--- config.mk ---
export PLATFORM = sky130hd
export DESIGN_NAME = traffic_light_monitor
export DESIGN_NICKNAME = d
export VERILOG_FILES = /design/src/rtl/traffic_light_monitor.sv
export SDC_FILE = /design/constraint.sdc
export NUM_CORES = 1
export LEC_CHECK = 0
export ABC_AREA = 1
export CAP_MARGIN = 20
export CORE_MARGIN = 8
export CORE_UTILIZATION = 50
export DETAILED_ROUTE_END_ITERATION = 8
export PLACE_DENSITY = 0.81
export SLEW_MARGIN = 20
export SYNTH_ARGS = -nofsm -noshare
export SYNTH_HDL_FRONTEND = slang
export SYNTH_SLANG_ARGS = --single-unit
--- constraint.sdc ---
create_clock -name clk -period 3.55 [get_ports clk]
set_input_delay 0.71 -clock clk [delete_from_list [all_inputs] [get_ports clk]]
set_output_delay 0.71 -clock clk [all_outputs]
set_load 0.02 [all_outputs]
--- src/rtl/traffic_light_monitor.sv ---
// Passive monitor for a four-phase traffic-light controller: it decodes the lamps back into a phase,
// locks onto the sequence, checks phase order and tick durations, and keeps sticky error flags.
module traffic_light_monitor #(
    parameter int DUR_G = 5,
    parameter int DUR_Y = 2,
    parameter int CNT_W = 8
) (
    input  logic             clk,
    input  logic             rst_n,
    input  logic             tick,
    input  logic             ns_g,
    input  logic             ns_y,
    input  logic             ns_r,
    input  logic             ew_g,
    input  logic             ew_y,
    input  logic             ew_r,
    input  logic             clear,
    output logic             locked,
    output logic [1:0]       phase,
    output logic             err_conflict,
    output logic             err_order,
    output logic             err_timing,
    output logic [CNT_W-1:0] err_count,
    output logic             cycle_done
);

    localparam int DUR_MAX = (DUR_G > DUR_Y) ? DUR_G : DUR_Y;
    localparam int TC_W    = $clog2(DUR_MAX + 2);

    typedef enum logic [2:0] {
        CODE_NS_G = 3'd0,
        CODE_NS_Y = 3'd1,
        CODE_EW_G = 3'd2,
        CODE_EW_Y = 3'd3,
        CODE_ILL  = 3'd4
    } code_t;

    typedef enum logic {S_SYNC, S_TRACK} state_t;

    state_t            r_state;
    code_t             r_prev;
    logic [1:0]        r_phase;
    logic [TC_W-1:0]   r_cnt;
    logic              r_tflag;
    logic              r_cycle_done;
    logic              r_err_conflict;
    logic              r_err_order;
    logic              r_err_timing;
    logic [CNT_W-1:0]  r_err_count;

    code_t             w_code;
    logic              w_succ;
    logic [TC_W-1:0]   w_dur;
    logic [TC_W-1:0]   w_cnt_inc;
    state_t            w_state_nx;
    logic [1:0]        w_phase_nx;
    logic [TC_W-1:0]   w_cnt_nx;
    logic              w_tflag_nx;
    logic              w_cycle_nx;
    logic              w_e_conf;
    logic              w_e_order;
    logic              w_e_tim;
    logic [1:0]        w_n_err;
    logic [CNT_W-1:0]  w_count_base;
    logic [CNT_W:0]    w_count_sum;
    logic [CNT_W-1:0]  w_count_nx;

    // Lamp vector is {ns_g, ns_y, ns_r, ew_g, ew_y, ew_r}; all six bits must match exactly.
    always_comb begin
        case ({ns_g, ns_y, ns_r, ew_g, ew_y, ew_r})
            6'b100_001: w_code = CODE_NS_G;
            6'b010_001: w_code = CODE_NS_Y;
            6'b001_100: w_code = CODE_EW_G;
            6'b001_010: w_code = CODE_EW_Y;
            default:    w_code = CODE_ILL;
        endcase
    end

    assign w_succ    = (r_prev != CODE_ILL) && (w_code != CODE_ILL) &&
                       (w_code[1:0] == 2'(r_prev[1:0] + 2'd1));
    assign w_dur     = r_phase[0] ? TC_W'(DUR_Y) : TC_W'(DUR_G);
    assign w_cnt_inc = (r_cnt == {TC_W{1'b1}}) ? r_cnt : r_cnt + TC_W'(1);

    // The first sample of a phase already carries that phase's first tick, so a new
    // visit starts its count at tick rather than 0.
    always_comb begin
        // NOTE: every output of this block gets a default first, so no path can infer a latch.
        w_state_nx = r_state;
        w_phase_nx = r_phase;
        w_cnt_nx   = r_cnt;
        w_tflag_nx = r_tflag;
        w_cycle_nx = 1'b0;
        w_e_conf   = 1'b0;
        w_e_order  = 1'b0;
        w_e_tim    = 1'b0;
        if (w_code == CODE_ILL) begin
            w_e_conf   = 1'b1;
            w_state_nx = S_SYNC;
        end else if (r_state == S_SYNC) begin
            if (w_succ) begin
                w_state_nx = S_TRACK;
                w_phase_nx = w_code[1:0];
                w_cnt_nx   = TC_W'(tick);
                w_tflag_nx = 1'b0;
            end
        end else if (w_code == r_prev) begin
            if (tick) begin
                if (r_cnt == w_dur && !r_tflag) begin
                    w_e_tim    = 1'b1;
                    w_tflag_nx = 1'b1;
                end
                w_cnt_nx = w_cnt_inc;
            end
        end else if (w_succ) begin
            w_e_tim    = (r_cnt != w_dur) && !r_tflag;
            w_phase_nx = w_code[1:0];
            w_cnt_nx   = TC_W'(tick);
            w_tflag_nx = 1'b0;
            w_cycle_nx = (r_phase == 2'd3);
        end else begin
            w_e_order  = 1'b1;
            w_state_nx = S_SYNC;
        end
    end

    // Clear only zeroes the base; errors of the same cycle are still added on top.
    assign w_n_err      = 2'(w_e_conf) + 2'(w_e_order) + 2'(w_e_tim);
    assign w_count_base = clear ? '0 : r_err_count;
    assign w_count_sum  = {1'b0, w_count_base} + (CNT_W + 1)'(w_n_err);
    assign w_count_nx   = w_count_sum[CNT_W] ? {CNT_W{1'b1}} : w_count_sum[CNT_W-1:0];

    always_ff @(posedge clk or negedge rst_n) begin
        if (!rst_n) begin
            r_state        <= S_SYNC;
            r_prev         <= CODE_ILL;
            r_phase        <= 2'd0;
            r_cnt          <= '0;
            r_tflag        <= 1'b0;
            r_cycle_done   <= 1'b0;
            r_err_conflict <= 1'b0;
            r_err_order    <= 1'b0;
            r_err_timing   <= 1'b0;
            r_err_count    <= '0;
        end else begin
            // NOTE: non-blocking assignments so every register samples pre-edge values.
            r_state        <= w_state_nx;
            r_prev         <= w_code;
            r_phase        <= w_phase_nx;
            r_cnt          <= w_cnt_nx;
            r_tflag        <= w_tflag_nx;
            r_cycle_done   <= w_cycle_nx;
            r_err_conflict <= (r_err_conflict & ~clear) | w_e_conf;
            r_err_order    <= (r_err_order & ~clear) | w_e_order;
            r_err_timing   <= (r_err_timing & ~clear) | w_e_tim;
            r_err_count    <= w_count_nx;
        end
    end

    assign locked       = (r_state == S_TRACK);
    assign phase        = r_phase;
    assign err_conflict = r_err_conflict;
    assign err_order    = r_err_order;
    assign err_timing   = r_err_timing;
    assign err_count    = r_err_count;
    assign cycle_done   = r_cycle_done;

endmodule

==> report_table.html, run 1 <==
<table>
<tr><th>Metric</th><th>Value</th></tr>
<tr><th colspan="2">Timing</th></tr>
<tr><td>RSZ-0062 raised after global routing</td><td>true</td></tr>
<tr><td>Fin crit period</td><td>3.39 ns</td></tr>
<tr><td>Accumulated negative setup slack</td><td>0 ns</td></tr>
<tr><td>Portion of the clock cycle consumed by the worst path in the final layout</td><td>95.4%</td></tr>
<tr><td>Layout Skew</td><td>0.00649 ns</td></tr>
<tr><td>Number of pins with negative max-slew slack in the final report</td><td>0</td></tr>
<tr><td>Total of endpoints with negative setup slack in the final report</td><td>0</td></tr>
<tr><td>Fin. Hold Viols</td><td>0</td></tr>
<tr><td>Final WS setup</td><td>roughly 0.16 ns</td></tr>
<tr><td>FMAX</td><td>295 MHz</td></tr>
<tr><td>Transition at the pin with the smallest max-transition slack</td><td>0.491 ns</td></tr>
<tr><td>Headroom to the max-slew limit</td><td>67.3%</td></tr>
<tr><th colspan="2">Logic synthesis</th></tr>
<tr><td>Yosys warnings</td><td>0</td></tr>
<tr><td>Synth top area cells</td><td>sky130_fd_sc_hd__dfrtp_1 37%, sky130_fd_sc_hd__nand2_1 12%, sky130_fd_sc_hd__inv_1 7.8%, sky130_fd_sc_hd__nor2_1 5.6%, sky130_fd_sc_hd__ha_1 5.4%</td></tr>
<tr><td>Top-area cell type share of the netlist area</td><td>37.5%</td></tr>
<tr><td>Post-synthesis net count</td><td>202</td></tr>
<tr><td>Leading cell type by number of instances after synthesis</td><td>sky130_fd_sc_hd__nand2_1</td></tr>
<tr><td>Number of enable flip-flop cells after synthesis</td><td>0</td></tr>
<tr><td>Register area share after synthesis</td><td>39.3%</td></tr>
<tr><td>Synth top cells by count</td><td>46 x sky130_fd_sc_hd__nand2_1, 29 x sky130_fd_sc_hd__inv_1, 21 x sky130_fd_sc_hd__dfrtp_1, 21 x sky130_fd_sc_hd__nor2_1, 15 x sky130_fd_sc_hd__nand3_1</td></tr>
<tr><td>Mapped Area</td><td>1400 µm²</td></tr>
<tr><td>Synthesis-stage register bit count</td><td>22</td></tr>
<tr><td>Share of flip-flops with an asynchronous set or reset after synthesis</td><td>100%</td></tr>
<tr><td>Netlist cell types</td><td>30</td></tr>
<tr><td>Number of instances in the synthesized netlist</td><td>about 190</td></tr>
<tr><td>Yosys top cell by area</td><td>sky130_fd_sc_hd__dfrtp_1</td></tr>
<tr><td>Avg Cell Area, Syn</td><td>7.58 µm²</td></tr>
<tr><td>Commonest register cell after synthesis</td><td>sky130_fd_sc_hd__dfrtp_1</td></tr>
<tr><th colspan="2">Die</th></tr>
<tr><td>Core Box Area</td><td>2710 µm²</td></tr>
<tr><td>Area enclosed by the die boundary</td><td>4760 µm²</td></tr>
<tr><td>Chip height</td><td>69.0 µm</td></tr>
<tr><td>Starting density of the core</td><td>51.8%</td></tr>
<tr><td>Die extent in x</td><td>approximately 70 µm</td></tr>
<tr><td>I/O pin total</td><td>25</td></tr>
<tr><td>Standard-cell row count</td><td>19</td></tr>
<tr><th colspan="2">Worst setup path</th></tr>
<tr><td>Launch instance of the worst register-to-register path</td><td>r_prev[0]</td></tr>
<tr><td>Data arrival, critical path</td><td>3.63 ns</td></tr>
<tr><td>Kind of start point of the critical path</td><td>input port</td></tr>
<tr><td>Critical path fanouts, max</td><td>6</td></tr>
<tr><td>Crit Reg-Reg Endpoint</td><td>err_count[3]</td></tr>
<tr><td>Category of the critical setup timing path</td><td>input port to flip-flop</td></tr>
<tr><td>Required time reported for the critical path endpoint</td><td>3.80 ns</td></tr>
<tr><td>Depth of the worst register-to-register path</td><td>16</td></tr>
<tr><td>Register-to-register setup slack</td><td>0.71 ns</td></tr>
<tr><td>Critical path endpoint category</td><td>flip-flop</td></tr>
<tr><th colspan="2">Clock network</th></tr>
<tr><td>Clk pin slew, worst setup/hold paths</td><td>0.13 ns</td></tr>
<tr><td>Buffer levels on the longest clock path</td><td>2</td></tr>
<tr><td>Clock tree root driver cell</td><td>sky130_fd_sc_hd__clkbuf_4</td></tr>
<tr><td>Number of buffers added to fix hold violations after cts</td><td>0</td></tr>
<tr><td>CTS HTree Levels</td><td>1</td></tr>
<tr><td>Clock sinks</td><td>22</td></tr>
<tr><td>Total CTS buffers</td><td>3</td></tr>
<tr><td>Insertion delay to the later sink of the worst-skew pair</td><td>0.31 ns</td></tr>
<tr><td>Clock tree from TritonCTS</td><td>built</td></tr>
<tr><th colspan="2">Placed design</th></tr>
<tr><td>Final HPWL DP</td><td>2330 µm</td></tr>
<tr><td>Worst Setup Slack post-DPL</td><td>-0.343 ns</td></tr>
<tr><td>Number of port buffers</td><td>24</td></tr>
<tr><td>Last weighted congestion value of the routability-driven placer</td><td>0.825</td></tr>
<tr><th colspan="2">Final layout</th></tr>
<tr><td>Diodes inserted</td><td>0</td></tr>
<tr><td>Final cell utilization of the core</td><td>between 60% and 70%</td></tr>
<tr><td>Count of fill cells added during filler insertion</td><td>235</td></tr>
<tr><td>Layout cells sized above 1</td><td>18.7%</td></tr>
<tr><td>Final layout net count</td><td>243</td></tr>
<tr><td>Synth-to-Final Area Change</td><td>31.0%</td></tr>
<tr><th colspan="2">Pwr</th></tr>
<tr><td>IR Drop Worst-Case VDD</td><td>0.000314 V</td></tr>
<tr><td>LEAKAGE</td><td>~0.96 nW</td></tr>
<tr><td>Total power divided by cell area</td><td>between 300 and 400 nW/µm²</td></tr>
<tr><th colspan="2">Detailed routing</th></tr>
<tr><td>Wirelength, routed</td><td>about 3000 µm</td></tr>
<tr><td>Average via count per standard cell</td><td>4.77</td></tr>
<tr><td>Sum of met2 wire segment lengths after detailed routing</td><td>about 1400 µm</td></tr>
<tr><td>Number of antenna-violating nets in the routed design</td><td>0</td></tr>
<tr><td>Iteration-0 DRC Markers</td><td>88</td></tr>
<tr><td>Uppermost signal routing layer after detailed routing</td><td>met4</td></tr>
<tr><td>Routed metal-1 wire length</td><td>1390 µm</td></tr>
<tr><td>Drt wl/cell</td><td>11.6 µm</td></tr>
<tr><td>DRC</td><td>0</td></tr>
<tr><td>Detailed-routed wire length on met3</td><td>194 µm</td></tr>
<tr><td>Number of vias after detailed routing</td><td>roughly 1200</td></tr>
<tr><td>Number of search-and-repair iterations in the first detailed-routing pass</td><td>4</td></tr>
<tr><th colspan="2">Outcome</th></tr>
<tr><td>Run status</td><td>finished clean</td></tr>
<tr><th colspan="2">Global routing</th></tr>
<tr><td>Number of global-route vias before repair</td><td>1206</td></tr>
<tr><td>Antenna violations before repair</td><td>0</td></tr>
<tr><td>Maximum number of pins on one net before global-route repair</td><td>23</td></tr>
<tr><td>First-pass GRT wire length</td><td>4910 µm</td></tr>
<tr><td>Residual overflow from global routing</td><td>0</td></tr>
<tr><td>Total Routing Usage GR</td><td>13.4%</td></tr>
<tr><th colspan="2">Hold path</th></tr>
<tr><td>Kind of path behind the tightest hold check</td><td>input port to async pin</td></tr>
<tr><th colspan="2">Run</th></tr>
<tr><td>Count of maximum capacitance violations</td><td>0</td></tr>
</table>
stage by stage:
stage	power (mW)	cell area [µm²]	hold WS, ns	instances
finish	0.564	1840	0.332	256
global route	0.593	1840	0.365	256
CTS	0.570	1810	0.518	255
detailed placement	0.373	1760	0.491	251
global placement	0.372	1760	0.472	251
floorplan	0.328	1400	0.414	185
routing by layer:
metal,track usage (%),vias up
met5,0,-
met4,2.51,0
met3,4.20,3
met2,23.7,26
met1,15.6,536
li1,-,655
power by group:
group	leakage (nW)	switching (mW)	internal (mW)	total, mW
logic	0.642	0.0559	0.0451	0.101
registers	0.288	0.00809	0.261	0.269
clock network	0.0279	0.0798	0.114	0.194
cell usage in the layout, fill, tap and decap left out:
| cell | instances |
|---|---|
| sky130_fd_sc_hd__inv_2 | 3 |
| sky130_fd_sc_hd__o211ai_1 | 4 |
| sky130_fd_sc_hd__nor3_4 | 1 |
| sky130_fd_sc_hd__a22o_1 | 1 |
| sky130_fd_sc_hd__nand2_4 | 4 |
| sky130_fd_sc_hd__clkbuf_4 | 3 |
| sky130_fd_sc_hd__inv_1 | 29 |
| sky130_fd_sc_hd__o21ai_1 | 2 |
| sky130_fd_sc_hd__bufinv_16 | 1 |
| sky130_fd_sc_hd__nand3b_1 | 2 |
| sky130_fd_sc_hd__fa_2 | 1 |
| sky130_fd_sc_hd__buf_4 | 14 |
| sky130_fd_sc_hd__clkdlybuf4s50_1 | 23 |
| sky130_fd_sc_hd__a21oi_1 | 3 |
| sky130_fd_sc_hd__o21ai_0 | 3 |
| sky130_fd_sc_hd__nor3_1 | 1 |
| sky130_fd_sc_hd__a31oi_1 | 1 |
| sky130_fd_sc_hd__dfrtp_1 | 21 |
| sky130_fd_sc_hd__buf_2 | 1 |
| sky130_fd_sc_hd__nor2_2 | 2 |
| sky130_fd_sc_hd__nand4_1 | 2 |
| sky130_fd_sc_hd__nand2_1 | 46 |
| sky130_fd_sc_hd__xor2_1 | 2 |
| sky130_fd_sc_hd__clkinv_2 | 1 |
| sky130_fd_sc_hd__nand2_2 | 4 |
| sky130_fd_sc_hd__o22ai_1 | 1 |
| sky130_fd_sc_hd__nor2_4 | 2 |
| sky130_fd_sc_hd__dfstp_2 | 1 |
| sky130_fd_sc_hd__xnor2_1 | 2 |
| sky130_fd_sc_hd__ha_1 | 6 |
| sky130_fd_sc_hd__or2_2 | 2 |
| sky130_fd_sc_hd__nand3_2 | 2 |
| sky130_fd_sc_hd__nor2_1 | 20 |
| sky130_fd_sc_hd__nand3_1 | 14 |
worst max-delay path by stage:
stage               start      endpoint  cells past startpoint
finish               ns_y  err_count[3]                     19
global placement     ns_y  err_count[3]                     19
floorplan            ns_y  err_count[3]                     20
global route         ew_r  err_count[3]                     19
CTS                  ns_y  err_count[3]                     19
detailed placement   ns_y  err_count[4]                     19
sequential cells by signal (all words and copies together), names as in the netlist, 2 cells and up:
| signal | cells |
|---|---|
| err_count | 8 |
| phase | 2 |
| r_cnt | 3 |
| r_prev | 3 |
what timing repair did:
action | in CTS | in global routing
resized for setup | 0 | 5
endpoints found under the setup margin | 0 | 8
setup buffers | 0 | 1
worst max-delay path, stage by stage:
cell and delay, ns:
sky130_fd_sc_hd__clkdlybuf4s50_1 0.50, sky130_fd_sc_hd__inv_1 0.07, sky130_fd_sc_hd__nor2_1 0.12, sky130_fd_sc_hd__nand3_1 0.13, sky130_fd_sc_hd__nand3_1 0.12, sky130_fd_sc_hd__nand2_2 0.09, sky130_fd_sc_hd__nor2_2 0.11, sky130_fd_sc_hd__nand2_1 0.08
sky130_fd_sc_hd__nand3_1 0.10, sky130_fd_sc_hd__nand2_1 0.06, sky130_fd_sc_hd__ha_1 0.27, sky130_fd_sc_hd__ha_1 0.16, sky130_fd_sc_hd__inv_1 0.05, sky130_fd_sc_hd__fa_2 0.37, sky130_fd_sc_hd__nor3_4 0.22, sky130_fd_sc_hd__nand3_2 0.11
sky130_fd_sc_hd__nor2_2 0.14, sky130_fd_sc_hd__inv_1 0.12, sky130_fd_sc_hd__o211ai_1 0.10
cell families after synthesis:
group,share of synthesized area (%)
adders and majority gates,6.78
DFF,39.3
buffers and inverters,10.3
xor gates and xnor gates,2.50
AOI/OAI and AO/OA,6.51
and+or+nand+nor,34.6
final cells by class:
| class | count | area, µm² | area share (%) |
|---|---|---|---|
| sequential | 22 | 552 | 30.0 |
| clock inverter | 1 | 30.0 | 1.63 |
| tap | 31 | 38.8 | 2.11 |
| inverter | 33 | 125 | 6.81 |
| multi-input combinational | 128 | 728 | 39.6 |
| clock buffer | 3 | 22.5 | 1.23 |
| timing repair buffer | 38 | 340 | 18.5 |
Note: power is estimated with default switching activity, not from simulation.
==> run 2, diff against run 1 <==
Settings changed: HOLD_SLACK_MARGIN set to 0.08.
==> results of run 2 <==
Final layout, timing and power as in run 1 (identical DEF).
